**config.mk**
```make
export PLATFORM = sky130hd
export DESIGN_NAME = wb_scoreboard_flat
export DESIGN_NICKNAME = d
export VERILOG_FILES = /design/src/rtl/wb_scoreboard_if.sv /design/src/rtl/wb_scoreboard.sv /design/src/flat_wrapper.sv
export SDC_FILE = /design/constraint.sdc
export NUM_CORES = 1
export LEC_CHECK = 0
export ABC_AREA = 0
export CAP_MARGIN = 25
export CELL_PAD_IN_SITES_DETAIL_PLACEMENT = 1
export CELL_PAD_IN_SITES_GLOBAL_PLACEMENT = 1
export CORE_ASPECT_RATIO = 1.75
export CORE_MARGIN = 2
export CORE_UTILIZATION = 30
export CTS_CLUSTER_DIAMETER = 200
export DETAILED_ROUTE_END_ITERATION = 16
export HOLD_SLACK_MARGIN = 0.03
export PLACE_DENSITY_LB_ADDON = 0.1
export SLEW_MARGIN = 20
export SYNTH_ARGS = -nofsm -noshare
export SYNTH_HDL_FRONTEND = slang
export SYNTH_SLANG_ARGS = --single-unit
```
**constraint.sdc**
```tcl
create_clock -name clk -period 5.2 [get_ports clk]
set_input_delay 1.04 -clock clk [delete_from_list [all_inputs] [get_ports clk]]
set_output_delay 1.04 -clock clk [all_outputs]
set_load 0.05 [all_outputs]
```
**src/rtl/wb_scoreboard_if.sv**
```systemverilog
// wb_scoreboard_if: bundles the issue, writeback and flush buses of the
// writeback-side hazard scoreboard.
//   master : issue/writeback/flush driver (decode, writeback stage, bench)
//            drives iss_*, wb_*, flush_*; receives iss_stall, busy, wb_underflow
//   slave  : the scoreboard itself
// Signals:
//   iss_valid/iss_thread/iss_src1/iss_has_src2/iss_src2/iss_has_dst/iss_dst
//            issue candidate; iss_stall is the combinational go/stall answer
//   wb_valid/wb_thread/wb_dst      one retiring destination per cycle
//   flush_valid/flush_thread       squash all outstanding writes of a thread
//   busy                           registered: any write outstanding
//   wb_underflow                   sticky: writeback with nothing outstanding
interface wb_scoreboard_if #(
  parameter int NUM_THREADS = 4,
  parameter int NUM_REGS    = 32
);
  localparam int TW = (NUM_THREADS > 1) ? $clog2(NUM_THREADS) : 1;
  localparam int RW = (NUM_REGS > 1) ? $clog2(NUM_REGS) : 1;

  logic          iss_valid;
  logic [TW-1:0] iss_thread;
  logic [RW-1:0] iss_src1;
  logic          iss_has_src2;
  logic [RW-1:0] iss_src2;
  logic          iss_has_dst;
  logic [RW-1:0] iss_dst;
  logic          iss_stall;

  logic          wb_valid;
  logic [TW-1:0] wb_thread;
  logic [RW-1:0] wb_dst;

  logic          flush_valid;
  logic [TW-1:0] flush_thread;

  logic          busy;
  logic          wb_underflow;

  modport master (
    output iss_valid, iss_thread, iss_src1, iss_has_src2, iss_src2,
           iss_has_dst, iss_dst, wb_valid, wb_thread, wb_dst,
           flush_valid, flush_thread,
    input  iss_stall, busy, wb_underflow
  );

  modport slave (
    input  iss_valid, iss_thread, iss_src1, iss_has_src2, iss_src2,
           iss_has_dst, iss_dst, wb_valid, wb_thread, wb_dst,
           flush_valid, flush_thread,
    output iss_stall, busy, wb_underflow
  );
endinterface

```
**src/rtl/wb_scoreboard.sv**
```systemverilog
// wb_scoreboard: completion-side RAW hazard tracker, one instance per core.
// Keeps an outstanding-write counter per (thread, register). Issue of an
// instruction with a destination increments its counter, writeback
// decrements it, and a per-thread flush clears every counter of that thread.
// iss_stall is a combinational answer computed from the registered counters.
// Ports:
//   clk  clock, all state updates on the rising edge
//   rst  synchronous active-high reset, clears all counters and flags
//   bus  wb_scoreboard_if.slave (issue / writeback / flush / status)
// Optional build macro:
//   WB_SAME_CYCLE_BYPASS_EN  when defined, a writeback in the current cycle
//   is folded into the stall decision so the consumer can issue in the
//   writeback cycle itself. Undefined: the stall uses registered counts only.
module wb_scoreboard #(
  parameter int NUM_THREADS = 4,
  parameter int NUM_REGS    = 32,
  parameter int CNT_W       = 2
) (
  input  logic            clk,
  input  logic            rst,
  wb_scoreboard_if.slave  bus
);
  localparam int TW = (NUM_THREADS > 1) ? $clog2(NUM_THREADS) : 1;
  localparam int RW = (NUM_REGS > 1) ? $clog2(NUM_REGS) : 1;
  localparam logic [CNT_W-1:0] CNT_MAX = {CNT_W{1'b1}};

  logic [CNT_W-1:0] cnt_reg  [NUM_THREADS][NUM_REGS];
  logic [CNT_W-1:0] cnt_next [NUM_THREADS][NUM_REGS];
  logic [NUM_THREADS*NUM_REGS-1:0] nz_next;

  logic busy_reg;
  logic underflow_reg;

  logic stall;
  logic accept;
  logic wb_eff;       // writeback that survives a same-thread flush
  logic underflow_hit;
  logic [CNT_W-1:0] c_src1;
  logic [CNT_W-1:0] c_src2;
  logic [CNT_W-1:0] c_dst;

  // A flush of the writeback's own thread swallows the writeback entirely,
  // so it neither decrements nor reports underflow.
  assign wb_eff = bus.wb_valid &&
                  !(bus.flush_valid && (bus.flush_thread == bus.wb_thread));

  assign accept = bus.iss_valid && !stall;

  assign underflow_hit = wb_eff && (cnt_reg[bus.wb_thread][bus.wb_dst] == '0);

  // Stall decision: counts as seen by the candidate this cycle.
  always_comb begin
    c_src1 = cnt_reg[bus.iss_thread][bus.iss_src1];
    c_src2 = cnt_reg[bus.iss_thread][bus.iss_src2];
    c_dst  = cnt_reg[bus.iss_thread][bus.iss_dst];
`ifdef WB_SAME_CYCLE_BYPASS_EN
    // Apply this cycle's writeback to the candidate's view so a count
    // dropping 1 -> 0 releases the consumer immediately.
    if (wb_eff && (bus.wb_thread == bus.iss_thread)) begin
      if ((bus.wb_dst == bus.iss_src1) && (c_src1 != '0)) c_src1 = c_src1 - CNT_W'(1);
      if ((bus.wb_dst == bus.iss_src2) && (c_src2 != '0)) c_src2 = c_src2 - CNT_W'(1);
      if ((bus.wb_dst == bus.iss_dst)  && (c_dst  != '0)) c_dst  = c_dst  - CNT_W'(1);
    end
`endif
    stall = 1'b0;
    if (bus.iss_valid) begin
      if (c_src1 != '0)                          stall = 1'b1;
      if (bus.iss_has_src2 && (c_src2 != '0))    stall = 1'b1;
      if (bus.iss_has_dst && (c_dst == CNT_MAX)) stall = 1'b1;
      if (bus.flush_valid && (bus.flush_thread == bus.iss_thread)) stall = 1'b1;
    end
  end

  // Per-entry next-count logic.
  generate
    for (genvar gt = 0; gt < NUM_THREADS; gt++) begin : g_thr
      for (genvar gr = 0; gr < NUM_REGS; gr++) begin : g_reg
        logic inc;
        logic dec;
        logic clr;
        logic [CNT_W-1:0] cur;

        assign cur = cnt_reg[gt][gr];
        assign clr = bus.flush_valid && (bus.flush_thread == TW'(gt));
        assign inc = accept && bus.iss_has_dst &&
                     (bus.iss_thread == TW'(gt)) && (bus.iss_dst == RW'(gr));
        assign dec = wb_eff &&
                     (bus.wb_thread == TW'(gt)) && (bus.wb_dst == RW'(gr));

        // Issue and writeback on the same entry cancel out. A decrement at
        // zero is held at zero (the error is flagged separately).
        assign cnt_next[gt][gr] =
            clr                            ? '0 :
            (inc && !dec)                  ? cur + CNT_W'(1) :
            (dec && !inc && (cur != '0))   ? cur - CNT_W'(1) :
                                             cur;

        assign nz_next[gt*NUM_REGS + gr] = |cnt_next[gt][gr];
      end
    end
  endgenerate

  always_ff @(posedge clk) begin
    if (rst) begin
      for (int t = 0; t < NUM_THREADS; t++) begin
        for (int r = 0; r < NUM_REGS; r++) begin
          cnt_reg[t][r] <= '0;
        end
      end
      busy_reg      <= 1'b0;
      underflow_reg <= 1'b0;
    end else begin
      cnt_reg       <= cnt_next;
      busy_reg      <= |nz_next;
      underflow_reg <= underflow_reg || underflow_hit;
    end
  end

  assign bus.iss_stall    = stall;
  assign bus.busy         = busy_reg;
  assign bus.wb_underflow = underflow_reg;
endmodule

```
**src/flat_wrapper.sv**
```systemverilog
// flat-port wrapper written by rule: the top's interface ports become plain ports
module wb_scoreboard_flat 
#(
  parameter int NUM_THREADS = 4,
  parameter int NUM_REGS    = 32,
  parameter int CNT_W       = 2
)
  (clk, rst, bus_iss_valid, bus_iss_thread, bus_iss_src1, bus_iss_has_src2, bus_iss_src2, bus_iss_has_dst, bus_iss_dst, bus_wb_valid, bus_wb_thread, bus_wb_dst, bus_flush_valid, bus_flush_thread, bus_iss_stall, bus_busy, bus_wb_underflow);
  wb_scoreboard_if #(.NUM_THREADS(NUM_THREADS), .NUM_REGS(NUM_REGS)) bus_i ();
  input  logic clk;
  input  logic rst;
  input wire logic [$bits(bus_i.iss_valid)-1:0] bus_iss_valid;
  input wire logic [$bits(bus_i.iss_thread)-1:0] bus_iss_thread;
  input wire logic [$bits(bus_i.iss_src1)-1:0] bus_iss_src1;
  input wire logic [$bits(bus_i.iss_has_src2)-1:0] bus_iss_has_src2;
  input wire logic [$bits(bus_i.iss_src2)-1:0] bus_iss_src2;
  input wire logic [$bits(bus_i.iss_has_dst)-1:0] bus_iss_has_dst;
  input wire logic [$bits(bus_i.iss_dst)-1:0] bus_iss_dst;
  input wire logic [$bits(bus_i.wb_valid)-1:0] bus_wb_valid;
  input wire logic [$bits(bus_i.wb_thread)-1:0] bus_wb_thread;
  input wire logic [$bits(bus_i.wb_dst)-1:0] bus_wb_dst;
  input wire logic [$bits(bus_i.flush_valid)-1:0] bus_flush_valid;
  input wire logic [$bits(bus_i.flush_thread)-1:0] bus_flush_thread;
  output wire logic [$bits(bus_i.iss_stall)-1:0] bus_iss_stall;
  output wire logic [$bits(bus_i.busy)-1:0] bus_busy;
  output wire logic [$bits(bus_i.wb_underflow)-1:0] bus_wb_underflow;
  assign bus_i.iss_valid = bus_iss_valid;
  assign bus_i.iss_thread = bus_iss_thread;
  assign bus_i.iss_src1 = bus_iss_src1;
  assign bus_i.iss_has_src2 = bus_iss_has_src2;
  assign bus_i.iss_src2 = bus_iss_src2;
  assign bus_i.iss_has_dst = bus_iss_has_dst;
  assign bus_i.iss_dst = bus_iss_dst;
  assign bus_i.wb_valid = bus_wb_valid;
  assign bus_i.wb_thread = bus_wb_thread;
  assign bus_i.wb_dst = bus_wb_dst;
  assign bus_i.flush_valid = bus_flush_valid;
  assign bus_i.flush_thread = bus_flush_thread;
  assign bus_iss_stall = bus_i.iss_stall;
  assign bus_busy = bus_i.busy;
  assign bus_wb_underflow = bus_i.wb_underflow;
  wb_scoreboard #(.NUM_THREADS(NUM_THREADS), .NUM_REGS(NUM_REGS), .CNT_W(CNT_W)) u_core (.clk(clk), .rst(rst), .bus(bus_i));
endmodule
```
# Yosys cells after proc, flatten, opt, wreduce, memory -nomap -nowiden
# Cells that the tools add are included.
[word_totals] word_cells=1935 in_bits=33 reg_bits=258 output_inout_bits=3
[op_classes] n_reduce_logical=1056 n_eq_ne=74 bitwise_logic=6 addsub=256 muxes=407 order_cmp=6
[op_table] op="two-way mux 2 bit" n=392
[op_table] op="logical AND 1 bit" n=660
[op_table] op="nonzero test 2 bit" n=130
[op_table] op="zero test 1 bit" n=258
[op_table] op="adder 2 x 1 -> 2 bit, second input constant" n=128
[op_table] op="binary-select mux 64 bit (select 2 bit)" n=2
[op_table] op="two-way mux 64 bit" n=4
[op_table] op="OR reduction 256 bit" n=1
[op_table] op="subtractor 2 x 1 -> 2 bit, second input constant" n=128
[op_table] op="== test 5 bit, second input constant" n=32
[op_table] op="== test 5 x 4 -> 1 bit, second input constant" n=16
[op_table] op="binary-select mux 2 bit (select 5 bit)" n=4
[op_table] op="== test 5 x 3 -> 1 bit, second input constant" n=8
[op_table] op="greater-or-equal comparator 6 bit, second input constant" n=4
[op_table] op="inverter 5 -> 6 bit" n=4
[op_table] op="== test 5 x 2 -> 1 bit, second input constant" n=4
[op_table] op="== test 2 bit, second input constant" n=7
[op_table] op="== test 5 x 1 -> 1 bit, second input constant" n=2
[op_table] op="zero test 5 bit" n=2
[op_table] op="zero test 2 bit" n=4
[op_table] op="== test 2 x 1 -> 1 bit, second input constant" n=3
[op_table] op="greater-or-equal comparator 3 bit, second input constant" n=2
[op_table] op="inverter 2 -> 3 bit" n=2
[op_table] op="two-way mux 1 bit" n=5
[op_table] op="other kinds (2)" n=3

# Longest topological paths before layout
[depth] depth_word=25 depth_mapped=24 ltp_nobuf=15

# Worst setup path after synthesis
# Ideal clock, no wire load.
[synth_path] path_kind="in2out" from="input bus_iss_thread[0]" to="output bus_iss_stall" slack_ns=-0.486 required_time_ns=4.160 stages=14 n_path_buf=7 arrival_time_ns=4.646 cell_sequence="buf_6 buf_12 buf_8 mux4_2 a41oi_1 nand4_1 nor4_2 nor3_4 and2_1 buf_6 buf_12 buf_2 buf_2 a21boi_0"
[synth_via] elab_chain_len=13 elab_cells_between_ends=25 classes_between="eq/ne: 2; mux: 17; bitwise: 1; reduce/logical: 5"
[synth_rtl] element="from (decl)" line_no="flat_wrapper.sv:13" text="input wire logic [$bits(bus_i.iss_thread)-1:0] bus_iss_thread;"
[synth_rtl] element="inverter 2 -> 3 bit (implied by the code)" line_no="wb_scoreboard.sv:53, wb_scoreboard.sv:54, wb_scoreboard.sv:55"
[synth_rtl] element="binary-select mux 64 bit (select 2 bit)" line_no="wb_scoreboard.sv:53, wb_scoreboard.sv:54, wb_scoreboard.sv:55"
[synth_rtl] element="two-way mux 64 bit (implied by the code) (2 in series)" line_no="wb_scoreboard.sv:53, wb_scoreboard.sv:54, wb_scoreboard.sv:55"
[synth_rtl] element="binary-select mux 2 bit (select 5 bit), on equally long branches" line_no="wb_scoreboard.sv:53, wb_scoreboard.sv:54"
[synth_rtl] element="two-way mux 2 bit, on equally long branches (2 in series)" line_no="wb_scoreboard.sv:53, wb_scoreboard.sv:54"
[synth_rtl] element="nonzero test 2 bit, on equally long branches" line_no="wb_scoreboard.sv:67, wb_scoreboard.sv:68"
[synth_rtl] element="two-way mux 1 bit or logical AND 1 bit (tied branches)" line_no="wb_scoreboard.sv:67, wb_scoreboard.sv:68"
[synth_rtl] element="two-way mux 1 bit" line_no="wb_scoreboard.sv:68" text="if (bus.iss_has_src2 && (c_src2 != '0)) stall = 1'b1;"
[synth_rtl] element="two-way mux 1 bit" line_no="wb_scoreboard.sv:69" text="if (bus.iss_has_dst && (c_dst == CNT_MAX)) stall = 1'b1;"
[synth_rtl] element="two-way mux 1 bit (*)" line_no="wb_scoreboard.sv:70" text="if (bus.flush_valid && (bus.flush_thread == bus.iss_thread)) stall = 1'b1;"
[synth_rtl] element="two-way mux 1 bit (*)" line_no="wb_scoreboard.sv:66" text="if (bus.iss_valid) begin"
[synth_rtl] element="to (decl)" line_no="flat_wrapper.sv:24" text="output wire logic [$bits(bus_i.iss_stall)-1:0] bus_iss_stall;"
# Mark *: on every way between the ends. The rest lies on a longest branch, timed or not. The select of a mux whose other input is x is not followed.

# Final worst setup path
[layout_path] from="input bus_iss_thread[0]" to="register u_core.busy_reg (netlist: u_core.bus.busy)"
[layout_via] elab_chain_len=25 elab_cells_between_ends=1061 classes_between="eq/ne: 5; mux: 401; bitwise: 1; reduce/logical: 654"
[layout_rtl] element="inverter 2 -> 3 bit (implied by the code)" line_no="wb_scoreboard.sv:53, wb_scoreboard.sv:54, wb_scoreboard.sv:55"
[layout_rtl] element="binary-select mux 64 bit (select 2 bit)" line_no="wb_scoreboard.sv:53, wb_scoreboard.sv:54, wb_scoreboard.sv:55"
[layout_rtl] element="two-way mux 64 bit (implied by the code) (2 in series)" line_no="wb_scoreboard.sv:53, wb_scoreboard.sv:54, wb_scoreboard.sv:55"
[layout_rtl] element="binary-select mux 2 bit (select 5 bit), on equally long branches" line_no="wb_scoreboard.sv:53, wb_scoreboard.sv:54"
[layout_rtl] element="two-way mux 2 bit, on equally long branches (2 in series)" line_no="wb_scoreboard.sv:53, wb_scoreboard.sv:54"
[layout_rtl] element="nonzero test 2 bit, on equally long branches" line_no="wb_scoreboard.sv:67, wb_scoreboard.sv:68"
[layout_rtl] element="two-way mux 1 bit or logical AND 1 bit (tied branches)" line_no="wb_scoreboard.sv:67, wb_scoreboard.sv:68"
[layout_rtl] element="two-way mux 1 bit" line_no="wb_scoreboard.sv:68"
[layout_rtl] element="[... 5 more ...]"
[layout_rtl] element="logical AND 1 bit (2 in series)" line_no="wb_scoreboard.sv:85" text="assign inc = accept && bus.iss_has_dst &&"
[layout_rtl] element="logical AND 1 bit" line_no="wb_scoreboard.sv:86" text="(bus.iss_thread == TW'(gt)) && (bus.iss_dst == RW'(gr));"
[layout_rtl] element="zero test 1 bit" line_no="wb_scoreboard.sv:95" text="(dec && !inc && (cur != '0)) ? cur - CNT_W'(1) :"
[layout_rtl] element="logical AND 1 bit (2 in series)" line_no="wb_scoreboard.sv:95"
[layout_rtl] element="two-way mux 2 bit" line_no="wb_scoreboard.sv:95"
[layout_rtl] element="two-way mux 2 bit" line_no="wb_scoreboard.sv:94" text="(inc && !dec) ? cur + CNT_W'(1) :"
[layout_rtl] element="two-way mux 2 bit" line_no="wb_scoreboard.sv:93" text="clr ? '0 :"
[layout_rtl] element="OR reduction 256 bit (*)" line_no="wb_scoreboard.sv:114" text="busy_reg <= |nz_next;"
[layout_rtl] element="to (signal assigned)" line_no="wb_scoreboard.sv:114"
[layout_rtl] element="to (decl)" line_no="wb_scoreboard.sv:31" text="logic busy_reg;"
# Marks and branches as above.
# A chain may end at the register's enable or synchronous reset.

==> run metrics <==
yosys warns 0; endpoint class of the critical path flop; largest net degree at the start of global routing 82; Startpoint Class input port; Synth async-reset ratio 0; Final GP Congestion 1.13; #FFs+latches synth 258; post-synthesis compound-gate area fraction 0.227; final std cells w/o fill 5844; ANT nets after route 0; ys flop type dfxtp_1; Mapped Avg Cell Area 7.55 µm²; VDD IR max ~0.0002 V; Inst Count DP around 5700; synthesized area around 0.027 mm²; row count 145; unrepaired setup endpoints after global routing true; total CTS buffers 37; fmax around 0.18 GHz; drt drc 0; routed len/inst about 40 µm; adder-cell share of the synthesized area 0.0591; clk root buf clkbuf_16; Final setup viols 2; min Tclk post-route 5.70 ns; Setup TNS -0.506 ns; Max Cap Viol 0; # port buffers 35; Leakage between 15 and 20 nW; Post-Synth XOR/XNOR Area 0.0355; vias per cell between 6 and 7; Area Overhead vs Synth 48.6%; post-detail-place hpwl 185 mm; Vias between 30000 and 40000; final slew viol count 0; Hold Vio Cnt, Final 0; Nets approximately 4800; starting density of the core 0.303; Worst Path Max Fanout 9; Fillers 10900; worst slew margin relative to its limit 0.330; Detailed Routing Iterations Pass 1 6; failing checks negative setup slack; Die H 401 µm; total track usage 0.496; CTS Hold Bufs 0; cell count after synthesis 3587; EDFF count, synth 0; largest family of logic cells by synthesized area simple AND/OR/NAND/NOR gates; Final period util 1.10; Critical Setup Path Class in -> reg; initial antenna violation count 17; TritonCTS Sinks between 200 and 300; first-pass GRT wire length 317 mm; CTS H-tree depth 2; worst min-delay path class reg -> reg; total grt overflow 0; # IOs 36; CTS tree done; Worst Skew 0.0481 ns; syn_nets 3748; Largest register FFs 256; Slew @ Worst Pin 0.998 ns; vias in the first global route between 30000 and 40000; sequential fraction of the synthesis area 0.191; Reg clk slew, reported paths approximately 0.080 ns; die width 231 µm; critical path arrival 6.20 ns; mux contribution to synthesized area 0.125; DRT Wirelength ~230 mm; DRT iter0 DRCs 4013; Netlist cell types 122; latest clock arrival within the worst-skew pair 0.64 ns; Post-Synth Simple-Gate Area 0.275; P per Cell Area around 170 mW/mm²; status finished, violations left; most common cell after layout, fill and taps aside buf_4; clock buffer depth 3; CP required 5.70 ns; share of cells above drive strength 1 0.351; Setup WS post-layout -0.501 ns; DIE AREA 0.0928 mm²; Core ar. around 0.09 mm²; most frequent cells in the layout buf_4 (1063), nor2_1 (569), nand2_1 (290)
repair_timing:
item / 4_1_cts / 5_1_grt
setup endpoints to repair: 4 / 2
pin swaps: 63 / 7
buffers inserted: 63 / 1
gates cloned: 3 / 0
gates resized for setup: 193 / 21
endpoints found under the hold margin: 0 / 0
Yosys cell counts, drive strengths merged, types with 22 or more instances:
| library cell | count | area, µm² |
|---|---|---|
| nor2 | 596 | 2260 |
| nand2 | 300 | 1150 |
| inv | 279 | 1050 |
| dfxtp | 258 | 5160 |
| nor3 | 170 | 903 |
| clkbuf | 137 | 634 |
| o21ai | 133 | 673 |
| ha | 128 | 1600 |
| a21oi | 121 | 609 |
| nand3 | 111 | 568 |
| xnor2 | 108 | 961 |
| a31oi | 104 | 657 |
| mux2i | 101 | 1010 |
| mux4 | 99 | 2250 |
| buf | 86 | 668 |
| nand4 | 62 | 400 |
| a311oi | 60 | 526 |
| nor4 | 59 | 494 |
| nor2b | 54 | 338 |
| a211oi | 53 | 408 |
| o31ai | 41 | 308 |
| or3 | 39 | 256 |
| o211ai | 38 | 295 |
| and3 | 25 | 159 |
| a22oi | 23 | 173 |
| and2 | 22 | 140 |
report_power, final:
part | leakage (nW) | total, W | switching, W | internal [W]
Sequential | 2.08 | 0.00199 | 0.0000107 | 0.00198
Combinational | 12.8 | 0.00180 | 0.00117 | 0.000633
Clock | 0.651 | 0.00298 | 0.00126 | 0.00172
Total | 15.6 | 0.00677 | 0.00244 | 0.00433
metrics by stage:
stage                     hold slack [ns]  area [µm²]  setup slack, ns  utilization  total power (W)
after floorplan                     0.495       27100           0.0155            -          0.00262
after global placement              0.450       37300            -1.91        0.417          0.00359
after detailed placement            0.467       37300            -1.82        0.417          0.00359
after CTS                           0.483       40100           -0.182        0.448          0.00666
after global routing                0.517       40200           -0.425        0.450          0.00680
final                               0.481       40200           -0.501        0.450          0.00677
worst paths after layout:
kind | startpoint | to | slack, ns | cells after the start
hold reg to reg | u_core.bus.wb_underflow$_SDFF_PP0_ | u_core.bus.wb_underflow$_SDFF_PP0_ | 0.48 | 2
setup / recovery | bus_iss_thread[0] | u_core.bus.busy$_SDFF_PP0_ | -0.50 | 21
hold / removal | u_core.bus.wb_underflow$_SDFF_PP0_ | u_core.bus.wb_underflow$_SDFF_PP0_ | 0.48 | 2
setup reg to reg | u_core.g_thr[1].g_reg[23].cur[0]$_SDFF_PP0_ | u_core.bus.busy$_SDFF_PP0_ | -0.01 | 17
layout make-up:
class | count | area (µm²) | area share
diodes | 11 | 27.5 | 0.000684
repair buffers | 1227 | 10700 | 0.267
flip-flops and latches | 258 | 5160 | 0.128
clock buffers | 50 | 1090 | 0.0270
inverters | 279 | 1050 | 0.0260
clock inverters | 17 | 220 | 0.00547
multi-input cells | 2826 | 20500 | 0.509
well taps | 1176 | 1470 | 0.0366
cells by family after synthesis:
logic type	count (synthesis)
and+or+nand+nor	1535
AOI/OAI and AO/OA	843
buffers and inverters	503
DFF	258
muxes	212
adders and majority gates	128
xor gates and xnor gates	108
metal layers:
metal,vias to the layer above,global-route usage,share of wire
met3,1238,0.138,0.085
met4,8,0.572,0.15
met1,18800,0.501,0.33
li1,15400,-,-
met5,-,0,0.00020
met2,2412,0.768,0.44
critical path: stages:
cell and delay, ns:
clkbuf_16 0.19, buf_16 0.17, buf_12 0.18, mux4_2 0.64, o211ai_1 0.21, o21ai_1 0.09
o21a_1 0.19, a211o_2 0.31, a31oi_4 0.26, nand2_4 0.10, buf_12 0.17, nor3_4 0.14
buf_4 0.16, buf_4 0.24, a21oi_1 0.10, a21o_1 0.21, xnor2_2 0.49, nand3_2 0.22
or3_4 0.43, a2111oi_4 0.43, a41oi_1 0.16
(Power assumes the default switching activity.)
